$ cat src/rtl/jump_input_conditioner.sv
// Conditions the raw jump button: synchronise, debounce, detect presses, and
// hold a buffered press until the next sim tick, then drive a tick-quantised jump_r.
module jump_input_conditioner #(
    parameter int DEBOUNCE_CYCLES = 500000,
    parameter int MIN_HOLD_TICKS  = 2,
    parameter int MAX_HOLD_TICKS  = 12
) (
    input  logic       clk,
    input  logic       reset,
    input  logic       btn_raw,
    input  logic       sim_clk,
    output logic       jump_r,
    output logic       btn_db,
    output logic       press_pulse,
    output logic [7:0] press_count,
    output logic [1:0] state
);

    localparam int CW = $clog2(DEBOUNCE_CYCLES + 1);
    localparam logic [CW-1:0] DB_LAST = CW'(DEBOUNCE_CYCLES - 1);
    localparam logic [7:0] MIN_TICKS = 8'(MIN_HOLD_TICKS);
    localparam logic [7:0] MAX_TICKS = 8'(MAX_HOLD_TICKS);

    typedef enum logic [1:0] {
        IDLE    = 2'd0,
        ARMED   = 2'd1,
        ACTIVE  = 2'd2,
        LOCKOUT = 2'd3
    } state_t;

    logic          btn_s1_q, btn_s2_q;
    logic [CW-1:0] db_cnt_q, db_cnt_d;
    logic          btn_db_q, btn_db_d;
    logic          press_q, press_d;
    logic [7:0]    count_q, count_d;
    logic          sim_s1_q, sim_s2_q, sim_s3_q;
    logic          sim_rise;
    state_t        state_q;
    logic          jump_q;
    logic [7:0]    tick_q;

    // Input synchronisers; sim_clk is treated purely as data.
    always_ff @(posedge clk or posedge reset) begin
        if (reset) begin
            btn_s1_q <= 1'b0;
            btn_s2_q <= 1'b0;
            sim_s1_q <= 1'b0;
            sim_s2_q <= 1'b0;
            sim_s3_q <= 1'b0;
        end else begin
            btn_s1_q <= btn_raw;
            btn_s2_q <= btn_s1_q;
            sim_s1_q <= sim_clk;
            sim_s2_q <= sim_s1_q;
            sim_s3_q <= sim_s2_q;
        end
    end

    assign sim_rise = sim_s2_q & ~sim_s3_q;

    // The debounced level only flips after DEBOUNCE_CYCLES consecutive disagreeing samples.
    always_comb begin
        db_cnt_d = '0;
        btn_db_d = btn_db_q;
        press_d  = 1'b0;
        count_d  = count_q;
        if (btn_s2_q != btn_db_q) begin
            if (db_cnt_q == DB_LAST) begin
                btn_db_d = btn_s2_q;
                if (btn_s2_q) begin
                    press_d = 1'b1;
                    count_d = count_q + 8'd1;
                end
            end else begin
                db_cnt_d = db_cnt_q + 1'b1;
            end
        end
    end

    always_ff @(posedge clk or posedge reset) begin
        if (reset) begin
            db_cnt_q <= '0;
            btn_db_q <= 1'b0;
            press_q  <= 1'b0;
            count_q  <= 8'd0;
        end else begin
            db_cnt_q <= db_cnt_d;
            btn_db_q <= btn_db_d;
            press_q  <= press_d;
            count_q  <= count_d;
        end
    end

    // A press is buffered in ARMED; releasing there still yields a minimum-length jump.
    always_ff @(posedge clk or posedge reset) begin
        if (reset) begin
            state_q <= IDLE;
            jump_q  <= 1'b0;
            tick_q  <= 8'd0;
        end else begin
            case (state_q)
                IDLE: begin
                    if (press_q) state_q <= ARMED;
                end
                ARMED: begin
                    if (sim_rise) begin
                        state_q <= ACTIVE;
                        jump_q  <= 1'b1;
                        tick_q  <= 8'd1;
                    end
                end
                ACTIVE: begin
                    if (sim_rise) begin
                        if ((tick_q == MAX_TICKS) || ((tick_q >= MIN_TICKS) && !btn_db_q)) begin
                            jump_q  <= 1'b0;
                            state_q <= btn_db_q ? LOCKOUT : IDLE;
                        end else begin
                            tick_q <= tick_q + 8'd1;
                        end
                    end
                end
                LOCKOUT: begin
                    if (!btn_db_q) state_q <= IDLE;
                end
                default: state_q <= IDLE;
            endcase
        end
    end

    assign jump_r      = jump_q;
    assign btn_db      = btn_db_q;
    assign press_pulse = press_q;
    assign press_count = count_q;
    assign state       = state_q;

endmodule

$ cat config.mk
export PLATFORM = sky130hd
export DESIGN_NAME = jump_input_conditioner
export DESIGN_NICKNAME = d
export VERILOG_FILES = /design/src/rtl/jump_input_conditioner.sv
export SDC_FILE = /design/constraint.sdc
export NUM_CORES = 1
export LEC_CHECK = 0
export CAP_MARGIN = 10
export CORE_MARGIN = 5
export CORE_UTILIZATION = 28
export CTS_BUF_LIST = sky130_fd_sc_hd__clkbuf_4
export DETAILED_ROUTE_END_ITERATION = 8
export SLEW_MARGIN = 25
export SYNTH_ARGS = -nofsm -noshare
export SYNTH_HDL_FRONTEND = slang
export SYNTH_SLANG_ARGS = --single-unit
export TNS_END_PERCENT = 10
$ cat constraint.sdc
create_clock -name clk -period 3.3 [get_ports clk]
set_input_delay 0.99 -clock clk [delete_from_list [all_inputs] [get_ports clk]]
set_output_delay 0.99 -clock clk [all_outputs]
set_load 0.1 [all_outputs]
==> reports/results.ini <==
[run_status]
status=finished clean

[critical_path]
cp_slowest_cell=nand2b_1
required_ns=3.52
cp_num_buf_inv=0
crit_start=db_cnt_q[10]
crit_fanout=19
critPathTopFamily=simple AND/OR/NAND/NOR gates
cp_common_cell=or2_1
criticalPathCategory=reg2reg
critPathMaxStageDelay_ns=0.55
r2r-start=db_cnt_q[10]
crit_path_end_kind=flop
cp-start-kind=flop
crit_arrival_ns=2.56
crit_chain=or4b_1 -> or2_1 -> or2_1 -> nand2b_1 -> nor2_1

[pwr]
p_int_w=0.000732
p_clk_share_pct=36.3
p_seq_share_pct=60.5
comb_power_share_pct=3.1
powerDensity_nw_per_um2=372
power_w=0.000928
leakagePower_nw=1.14
switching_power_w=0.000196
ir_worst_vdd_mv=0.126
swShare_pct=21.1

[cells_and_area]
drive_above_1_share_pct=11.9
area_delta_synth_final_pct=14.1
post-route-util_pct=32.6
fin_nets=244
final_common_cell=dfrtp_1
fin_cells=337
layout_common_cells=45 x dfrtp_1, 33 x nor2_1, 19 x xor2_1
n_antenna_cell=0

[sta]
hold_viol_final=0
layout_min_cycle_time_ns=2.34
rsz0062_at_grt=false
finalSetupViolations=0
setup_tns_ns=0
fmax_ghz=0.427
fin_crit_sh_pct=70.9
skew_ns=0.0158
final.setup.worst_slack_ns=0.959
worst_pin_slew_ns=0.706
drv_slew=0
relSlewSlack_pct=52.9

[placement]
pre_cts_ws_ns=0.957
placedCellCount=329
portBuffers=16
gp_routability_congestion=0.766
place_hpwl_um=2960

[global_routing]
antenna_found_initial=0
grt_overflow=0
grt_pass1_wl_um=7380
grt_max_degree=46
first_global_vias=1594
grtUsageTotal_pct=9.20

[floorplanning]
die_h_um=98.3
die_w_um=98.3
rows=32
core_um2=7650
ios=17
start_util_pct=28.6
die-area_um2=9670

[synthesis]
synth_cell_types=37
ys_seq_area_share_pct=51.5
synth-seq-cells=45
synth_area_um2=2180
synth_nets=225
synthCells=215
yosysWarnings=0
avgSynthCellArea_um2=10.2

[worst_hold_path]
min_from=btn_s1_q
hp-class=reg2reg

[clock_tree]
cts_made_buffers=5
cts_buffer_depth=2
cts.clk_slew.worst_paths_ns=0.13
clock_sinks=45
cts_setup_buffers=0
cts_tree=done
cts_hold_buffers=0
clk_latency_ns=0.36
post_cts_resized=0
h-tree-depth=2
root_buffer=clkbuf_4

[route]
wl_um=4120
drt_iter0_drc=54
detail_route.first_pass.iterations=5
drcViolationCount=0
via_count=1551
routedWlPerCell_um=12.2
drtAntennaViolNets=0
viasPerCell=4.60

[flow_run]
max_cap_viol_count=0

## metrics by stage
stage	area (um2)	hold WS, ns
finish	2490	0.348
global route	2490	0.359
CTS	2490	0.356
detailed placement	2410	0.341
global placement	2410	0.334
floorplan	2180	0.331
## layout make-up
type,count,area (um2)
repair buffers,17,135
clock buffers,6,45.0
multi-input cells,159,1000
fillers,788,5150
clock inverters,2,33.8
well taps,102,128
inverters,6,22.5
flip-flops and latches,45,1130
## sequential cells by signal, indices dropped and copies added (netlist names)
signal       cells
sim_s1_q         1
jump_r           1
press_count      8
state            2
db_cnt_q        19
sim_s2_q         1
press_pulse      1
btn_db           1
btn_s2_q         1
tick_q           8
sim_s3_q         1
btn_s1_q         1
## power by group through the flow
stage	registers [W]	logic [W]	clock network, W
3_5_place_dp	0.000573	0.0000305	0
4_1_cts	0.000562	0.0000306	0.000352
2_1_floorplan	0.000571	0.0000212	0
3_3_place_gp	0.000572	0.0000301	0
5_1_grt	0.000563	0.0000358	0.000371
6_report	0.000562	0.0000292	0.000337
## worst register-to-register path, stage by stage (launching register included)
cell and delay (ns):
dfrtp_1 0.43, or4b_1 0.52, or2_1 0.25, or2_1 0.33, nand2b_1 0.55, nor2_1 0.13
## kinds of logic (layout without fill, tap and decap cells)
group | Yosys count | count (layout) | synth area share, %
and+or+nand+nor | 108 | 108 | 25.9
muxes | 3 | 3 | 1.43
DFF | 45 | 45 | 51.5
AOI/OAI and AO/OA | 15 | 15 | 4.24
xor gates and xnor gates | 27 | 27 | 10.8
buffers and inverters | 11 | 31 | 2.58
adders and majority gates | 6 | 6 | 3.44
## layer usage
metal	wire length, um	share of wire, %	GRT usage [%]
met1	1940	47	11.3
met5	0	0	0
met2	1970	48	15.4
met4	61	1.5	3.47
met3	155	3.8	2.36
## cell usage after synthesis (all sizes together)
cell | count | share of area, %
nor2b | 2 | 0.57
nor3 | 4 | 0.92
dfrtp | 45 | 52
nor3b | 2 | 0.69
ha | 6 | 3.4
mux2 | 1 | 0.52
clkbuf | 2 | 0.34
mux2i | 2 | 0.92
or4b | 1 | 0.46
xnor2 | 8 | 3.2
nand2b | 6 | 1.7
a2111oi | 1 | 0.40
nor2 | 33 | 5.7
a211o | 1 | 0.40
o21ai | 5 | 1.1
a31oi | 1 | 0.29
and3 | 5 | 1.5
xor2 | 19 | 7.6
nor4bb | 1 | 0.46
a31o | 1 | 0.40
inv | 6 | 1.0
o31ai | 1 | 0.34
a211oi | 1 | 0.34
buf | 3 | 1.2
and2b | 1 | 0.40
nand2 | 16 | 2.7
or3 | 1 | 0.29
a21oi | 4 | 0.92
nand4 | 11 | 3.2
nor4 | 6 | 2.4
nand3b | 1 | 0.34
nand3 | 14 | 3.2
or2 | 2 | 0.57
nand4b | 2 | 0.80
## path summary, 6_finish.rpt
check,slack (ns),to,depth (start not counted)
worst max-delay path,0.96,db_cnt_q[9],5
worst min-delay path,0.35,btn_s2_q,0
worst max register to register,0.96,db_cnt_q[9],5
worst min register to register,0.35,btn_s2_q,0
max in group asynchronous,1.82,db_cnt_q[17],3
min in group asynchronous,1.08,btn_s2_q,3
Power figures use the tool's default switching activity.
